$ cat src/rtl/lcd_nibble_driver.sv
// HD44780 4-bit-mode LCD pin driver: power-on init sequence, then one nibble per
// valid/ready handshake with setup, enable, hold and post-nibble wait timing.
module lcd_nibble_driver #(
    parameter int unsigned T_POWERUP  = 750000,
    parameter int unsigned T_INIT1    = 205000,
    parameter int unsigned T_INIT2    = 5000,
    parameter int unsigned T_INIT3    = 2000,
    parameter int unsigned T_SETUP    = 2,
    parameter int unsigned T_PULSE    = 12,
    parameter int unsigned T_HOLD     = 1,
    parameter int unsigned WAIT_NIB   = 50,
    parameter int unsigned WAIT_BYTE  = 2000,
    parameter int unsigned WAIT_CLEAR = 82000
) (
    input  logic       Clock,
    input  logic       Reset,
    input  logic [3:0] iLCD_data,
    input  logic       iLCD_rs,
    input  logic       iLCD_writeEN,
    input  logic       iLCD_reset,
    output logic       oLCD_response,
    output logic [3:0] oLCD_Data,
    output logic       oLCD_Enabled,
    output logic       oLCD_RegisterSelect,
    output logic       oLCD_ReadWrite,
    output logic       oLCD_StrataFlashControl
);

    localparam int unsigned CNT_W = 20;

    typedef logic [CNT_W-1:0] cnt_t;

    localparam cnt_t LD_POWERUP = CNT_W'(T_POWERUP - 1);
    localparam cnt_t LD_INIT1   = CNT_W'(T_INIT1 - 1);
    localparam cnt_t LD_INIT2   = CNT_W'(T_INIT2 - 1);
    localparam cnt_t LD_INIT3   = CNT_W'(T_INIT3 - 1);
    localparam cnt_t LD_SETUP   = CNT_W'(T_SETUP - 1);
    localparam cnt_t LD_PULSE   = CNT_W'(T_PULSE - 1);
    localparam cnt_t LD_HOLD    = CNT_W'(T_HOLD - 1);
    localparam cnt_t LD_NIB     = CNT_W'(WAIT_NIB - 1);
    localparam cnt_t LD_BYTE    = CNT_W'(WAIT_BYTE - 1);
    localparam cnt_t LD_CLEAR   = CNT_W'(WAIT_CLEAR - 1);

    typedef enum logic [3:0] {
        S_POWERUP,
        S_INIT_SETUP,
        S_INIT_PULSE,
        S_INIT_HOLD,
        S_INIT_WAIT,
        S_IDLE,
        S_SETUP,
        S_PULSE,
        S_HOLD,
        S_WAIT
    } state_t;

    state_t     state_q, state_d;
    cnt_t       cnt_q, cnt_d;
    logic [1:0] step_q, step_d;
    logic       flag_q, flag_d;
    logic [3:0] hi_q, hi_d;
    logic [3:0] data_q, data_d;
    logic       rs_q, rs_d;
    logic       e_q, e_d;
    logic       resp_q, resp_d;

    logic       cnt_zero;
    cnt_t       cnt_dec;
    logic [1:0] step_nxt;
    logic [7:0] byte_val;
    logic       is_clear;
    cnt_t       user_wait;

    // Wait loaded after each init nibble, indexed by init step.
    function automatic cnt_t init_wait(input logic [1:0] step);
        cnt_t w;
        case (step)
            2'd0:    w = LD_INIT1;
            2'd1:    w = LD_INIT2;
            default: w = LD_INIT3;
        endcase
        return w;
    endfunction

    // Init nibble sequence 3, 3, 3, 2 (last one switches the LCD to 4-bit mode).
    function automatic logic [3:0] init_nibble(input logic [1:0] step);
        return (step == 2'd3) ? 4'h2 : 4'h3;
    endfunction

    assign cnt_zero = (cnt_q == '0);
    assign cnt_dec  = cnt_q - CNT_W'(1);
    assign step_nxt = step_q + 2'd1;
    assign byte_val = {hi_q, data_q};
    assign is_clear = !rs_q && ((byte_val == 8'h01) || (byte_val == 8'h02) || (byte_val == 8'h03));

    // flag_q is already toggled here: 1 means the high nibble just went out.
    assign user_wait = flag_q ? LD_NIB : (is_clear ? LD_CLEAR : LD_BYTE);

    always_ff @(posedge Clock) begin
        if (!Reset) begin
            state_q <= S_POWERUP;
            cnt_q   <= LD_POWERUP;
            step_q  <= 2'd0;
            flag_q  <= 1'b0;
            hi_q    <= 4'h0;
            data_q  <= 4'h0;
            rs_q    <= 1'b0;
            e_q     <= 1'b0;
            resp_q  <= 1'b0;
        end else begin
            state_q <= state_d;
            cnt_q   <= cnt_d;
            step_q  <= step_d;
            flag_q  <= flag_d;
            hi_q    <= hi_d;
            data_q  <= data_d;
            rs_q    <= rs_d;
            e_q     <= e_d;
            resp_q  <= resp_d;
        end
    end

    always_comb begin
        state_d = state_q;
        cnt_d   = cnt_zero ? cnt_q : cnt_dec;
        step_d  = step_q;
        flag_d  = flag_q;
        hi_d    = hi_q;
        data_d  = data_q;
        rs_d    = rs_q;
        e_d     = e_q;

        if (iLCD_reset) begin
            state_d = S_POWERUP;
            cnt_d   = LD_POWERUP;
            step_d  = 2'd0;
            flag_d  = 1'b0;
            data_d  = 4'h0;
            rs_d    = 1'b0;
            e_d     = 1'b0;
        end else begin
            case (state_q)
                S_POWERUP: begin
                    if (cnt_zero) begin
                        state_d = S_INIT_SETUP;
                        cnt_d   = LD_SETUP;
                        step_d  = 2'd0;
                        data_d  = init_nibble(2'd0);
                        rs_d    = 1'b0;
                    end
                end
                S_INIT_SETUP: begin
                    if (cnt_zero) begin
                        state_d = S_INIT_PULSE;
                        cnt_d   = LD_PULSE;
                        e_d     = 1'b1;
                    end
                end
                S_INIT_PULSE: begin
                    if (cnt_zero) begin
                        state_d = S_INIT_HOLD;
                        cnt_d   = LD_HOLD;
                        e_d     = 1'b0;
                    end
                end
                S_INIT_HOLD: begin
                    if (cnt_zero) begin
                        state_d = S_INIT_WAIT;
                        cnt_d   = init_wait(step_q);
                    end
                end
                S_INIT_WAIT: begin
                    if (cnt_zero) begin
                        if (step_q == 2'd3) begin
                            state_d = S_IDLE;
                            flag_d  = 1'b0;
                        end else begin
                            state_d = S_INIT_SETUP;
                            cnt_d   = LD_SETUP;
                            step_d  = step_nxt;
                            data_d  = init_nibble(step_nxt);
                            rs_d    = 1'b0;
                        end
                    end
                end
                S_IDLE: begin
                    if (iLCD_writeEN) begin
                        state_d = S_SETUP;
                        cnt_d   = LD_SETUP;
                        data_d  = iLCD_data;
                        rs_d    = iLCD_rs;
                        flag_d  = !flag_q;
                        if (!flag_q) begin
                            hi_d = iLCD_data;
                        end
                    end
                end
                S_SETUP: begin
                    if (cnt_zero) begin
                        state_d = S_PULSE;
                        cnt_d   = LD_PULSE;
                        e_d     = 1'b1;
                    end
                end
                S_PULSE: begin
                    if (cnt_zero) begin
                        state_d = S_HOLD;
                        cnt_d   = LD_HOLD;
                        e_d     = 1'b0;
                    end
                end
                S_HOLD: begin
                    if (cnt_zero) begin
                        state_d = S_WAIT;
                        cnt_d   = user_wait;
                    end
                end
                S_WAIT: begin
                    if (cnt_zero) begin
                        state_d = S_IDLE;
                    end
                end
                default: begin
                    state_d = S_POWERUP;
                    cnt_d   = LD_POWERUP;
                    e_d     = 1'b0;
                end
            endcase
        end

        resp_d = (state_d == S_IDLE);
    end

    assign oLCD_response           = resp_q;
    assign oLCD_Data               = data_q;
    assign oLCD_Enabled            = e_q;
    assign oLCD_RegisterSelect     = rs_q;
    assign oLCD_ReadWrite          = 1'b0;
    assign oLCD_StrataFlashControl = 1'b1;

endmodule

$ cat config.mk
export PLATFORM = sky130hd
export DESIGN_NAME = lcd_nibble_driver
export DESIGN_NICKNAME = d
export VERILOG_FILES = /design/src/rtl/lcd_nibble_driver.sv
export SDC_FILE = /design/constraint.sdc
export NUM_CORES = 1
export LEC_CHECK = 0
export ABC_AREA = 1
export CORE_MARGIN = 5
export CORE_UTILIZATION = 50
export CTS_BUF_LIST = sky130_fd_sc_hd__clkbuf_2
export DETAILED_ROUTE_END_ITERATION = 12
export GPL_TIMING_DRIVEN = 0
export PLACE_DENSITY = 0.67
export SLEW_MARGIN = 20
export SYNTH_ARGS = -nofsm -noshare
export SYNTH_HDL_FRONTEND = slang
export SYNTH_SLANG_ARGS = --single-unit
export TNS_END_PERCENT = 30
$ cat constraint.sdc
create_clock -name Clock -period 2.45 [get_ports Clock]
set_clock_uncertainty 0.2 [all_clocks]
set_input_delay 0.3675 -clock Clock [delete_from_list [all_inputs] [get_ports Clock]]
set_output_delay 0.3675 -clock Clock [all_outputs]
set_load 0.005 [all_outputs]
==> load_flow_metrics.sql <==
INSERT INTO impl_metrics (metric_group, metric, value, unit) VALUES
('floorplanning', 'start_util', '0.506', ''),
('cts', 'tritoncts', 'done', ''),
('cts', 'htree_num_levels', '2', ''),
('flow_run', 'timing.max_cap.violations', '0', ''),
('routing', 'vias_per_cell', '5.35', ''),
('placement', 'portBuffers', '15', ''),
('layout', 'final_layout_size_suffix_gt1_frac', '0.125', ''),
('timing', 'fin_crit', '2.31', 'ns'),
('worst_setup_path', 'worst_setup_path_start_kind', 'flip-flop', ''),
('logic_synthesis', 'syn_inst', '473', ''),
('layout', 'diode_count', '0', ''),
('worst_setup_path', 'worst-setup-path-type', 'flip-flop to flip-flop', ''),
('cts', 'clock-sinks', '38', ''),
('floorplanning', 'die_x', '86.7', 'µm'),
('floorplanning', 'die_area', '7520', 'µm²'),
('logic_synthesis', 'syn-cell-area', '2940', 'µm²'),
('logic_synthesis', 'synth-edff-count', '0', ''),
('worst_setup_path', 'critPathCaptureType', 'flip-flop', ''),
('layout', 'top_library_cells_by_usage_in_the_layout_fill_and_taps_aside', '107 x nand2_1, 77 x nor2_1, 54 x inv_1', ''),
('layout', 'instances_no_fill', '572', ''),
('layout', 'fin_nets', '515', ''),
('hold_path', 'hold_path.class', 'flip-flop to flip-flop', ''),
('timing', 'finalSetupTns', '0', 'ns'),
('logic_synthesis', 'synth_seq_cells', '38', ''),
('routing', 'avgRoutedWirePerCell', '14.8', 'µm'),
('routing', 'detail-route-antenna-nets', '0', ''),
('floorplanning', 'fp.coreArea', '5820', 'µm²'),
('timing', 'timing.hold.ws', '0.270', 'ns'),
('timing', 'final_max_slew_viols', '0', ''),
('cts', 'tritoncts.num_buffers', '5', ''),
('global_routing', 'vias_in_the_first_global_route', '2931', ''),
('timing', 'setup_violations', '0', ''),
('cts', 'clock_path_buffers', '2', ''),
('placement', 'gp_routability_congestion', '0.915', ''),
('routing', 'routed_wl', '8480', 'µm'),
('worst_setup_path', 'cp.arrival', '2.41', 'ns'),
('logic_synthesis', 'syn_nets', '492', ''),
('logic_synthesis', 'synth-main-ff-cell', 'dfxtp_1', ''),
('global_routing', 'grt_start_max_net_pins', '12', ''),
('timing', 'final_clock_period_utilization_by_the_worst_path', '0.944', ''),
('power_and_ir_drop', 'pwr_cell_area', '295', 'nW/µm²'),
('floorplanning', 'num_rows', '28', ''),
('worst_setup_path', 'timing.critical_path.fanout_max', '11', ''),
('cts', 'worst_setup_hold_path_clk_slew', '0.19', 'ns'),
('worst_setup_path', 'worst_ep_required_time', '2.55', 'ns'),
('logic_synthesis', 'postSynthAreaPerCell', '6.22', 'µm²'),
('layout', 'syn2layout_area_growth', '10.5', '%'),
('routing', 'vias', '3062', ''),
('global_routing', 'grt_antenna_before_repair', '0', ''),
('cts', 'clock_tree_root_buffer_cell', 'clkbuf_2', ''),
('power_and_ir_drop', 'irDropWorstVdd', '0.205', 'mV'),
('placement', 'hpwl', '6660', 'µm'),
('routing', 'drt_pass1_iterations', '5', ''),
('logic_synthesis', 'synth-warning-count', '0', ''),
('logic_synthesis', 'synth_cell_type_count', '38', ''),
('timing', 'fmax', '433', 'MHz'),
('layout', 'final_cell_utilization_of_the_core', '0.559', ''),
('routing', 'dr.first_iter.drc_count', '227', ''),
('global_routing', 'grt.overflow.total', '0', ''),
('outcome', 'run_status', 'finished clean', ''),
('floorplanning', 'io_pins', '18', ''),
('logic_synthesis', 'post_synthesis_sequential_area_ratio', '0.258', ''),
('power_and_ir_drop', 'leakage', '0.00141', 'µW'),
('placement', 'place.detailed.instances', '563', ''),
('floorplanning', 'die-height', '86.7', 'µm'),
('timing', 'final_hold_viol_count', '0', ''),
('logic_synthesis', 'postSynth.asyncResetShare', '0', ''),
('routing', 'drc', '0', ''),
('global_routing', 'globalRouteTotalUtil', '0.237', ''),
('global_routing', 'global_route_wire_length_before_repair', '14100', 'µm'),
('cts', 'insertion_delay', '0.40', 'ns'),
('layout', 'most_common_library_cell_in_the_layout_ignoring_fill_and_taps', 'nand2_1', '');
[cell usage after synthesis, types with 2 or more instances]
| master | count | area (µm²) |
|---|---|---|
| nor3_1 | 4 | 20.0 |
| buf_6 | 2 | 22.5 |
| o21ai_0 | 30 | 150 |
| a21oi_1 | 24 | 120 |
| nand3b_1 | 2 | 15.0 |
| nand2_1 | 107 | 402 |
| buf_4 | 3 | 22.5 |
| dfxtp_1 | 38 | 761 |
| inv_1 | 55 | 206 |
| o21bai_1 | 2 | 15.0 |
| inv_2 | 9 | 33.8 |
| conb_1 | 2 | 7.51 |
| buf_2 | 3 | 15.0 |
| nor2_4 | 4 | 45.0 |
| nand4_1 | 8 | 50.1 |
| ha_1 | 10 | 125 |
| nand2_2 | 8 | 50.1 |
| nand3_4 | 2 | 35.0 |
| xor2_1 | 7 | 61.3 |
| xnor2_1 | 5 | 43.8 |
| o211ai_1 | 8 | 60.1 |
| o21ai_1 | 6 | 30.0 |
| nor2_2 | 11 | 68.8 |
| or2_2 | 2 | 12.5 |
| nand3_1 | 32 | 160 |
| nor2_1 | 77 | 289 |
[worst paths after layout]
check	start	endpoint	slack (ns)	cells after the start
setup reg to reg	cnt_q[1]	cnt_q[0]	0.14	13
hold reg to reg	oLCD_Enabled	oLCD_Enabled	0.27	2
hold / removal	oLCD_Enabled	oLCD_Enabled	0.27	2
setup / recovery	cnt_q[1]	cnt_q[0]	0.14	13
[area by class of cell]
class | count | area [µm²]
sequential | 38 | 762
timing repair buffer | 16 | 158
fill | 619 | 2560
buffer | 8 | 60.1
tap | 75 | 93.8
inverter | 64 | 240
clock buffer | 6 | 30.0
clock inverter | 2 | 8.76
multi-input combinational | 363 | 1900
[report_power, final]
group / total [µW] / internal [µW] / switching [µW] / leakage, µW
registers: 623 / 621 / 1.70 / 0.000306
clock network: 286 / 70.2 / 216 / 0.0000304
logic: 52.2 / 22.7 / 29.5 / 0.00107
total: 961 / 714 / 247 / 0.00141
[critical path: stages, from the launching register on]
cell and delay, ns:
dfxtp_1 0.39, inv_1 0.12, ha_4 0.16, nand3_1 0.08
nor2_1 0.13, nand3_2 0.10, buf_4 0.19, buf_6 0.15
ha_1 0.27, inv_1 0.04, o21ai_0 0.06, nand3_1 0.10
a21oi_1 0.12, o221ai_1 0.11
[sequential cells by signal (all words and copies together), names as in the netlist]
register             cells
oLCD_response            1
state_q                  4
hi_q                     4
flag_q                   1
oLCD_RegisterSelect      1
oLCD_Enabled             1
cnt_q                   20
step_q                   2
oLCD_Data                4
[through the flow]
step / instance area, µm² / power (µW) / worst slack (ns)
after detailed placement: 3190 / 685 / -0.139
after global routing: 3250 / 1000 / -0.0100
after floorplan: 2940 / 659 / 0.260
final: 3250 / 961 / 0.138
after CTS: 3230 / 966 / 0.0249
after global placement: 3190 / 684 / -0.124
[repair_timing]
action                                  in CTS  in global routing
endpoints found under the setup margin       1                  1
setup buffers                                0                  1
endpoints found under the hold margin        0                  0
gates resized for setup                      2                  3
hold buffers                                 0                  0
[logic make-up after synthesis]
logic type,after synthesis,share of synthesized area
fa+ha+maj,10,0.0425
compound gates,76,0.147
simple gates,263,0.412
other cells,2,0.00255
flops,38,0.258
buf+inv,72,0.102
xor+xnor,12,0.0357
[per-layer routing]
metal  track usage  routed length (µm)  part of all wire  vias up
met3        0.0361                 423             0.050       12
met2         0.419                4140              0.49       95
met4        0.0652                 127             0.015        0
li1              -                   -                 -     1563
met5             0                   0                 0        -
met1         0.297                3780              0.45     1392
Note: power is estimated with default switching activity, not from simulation.
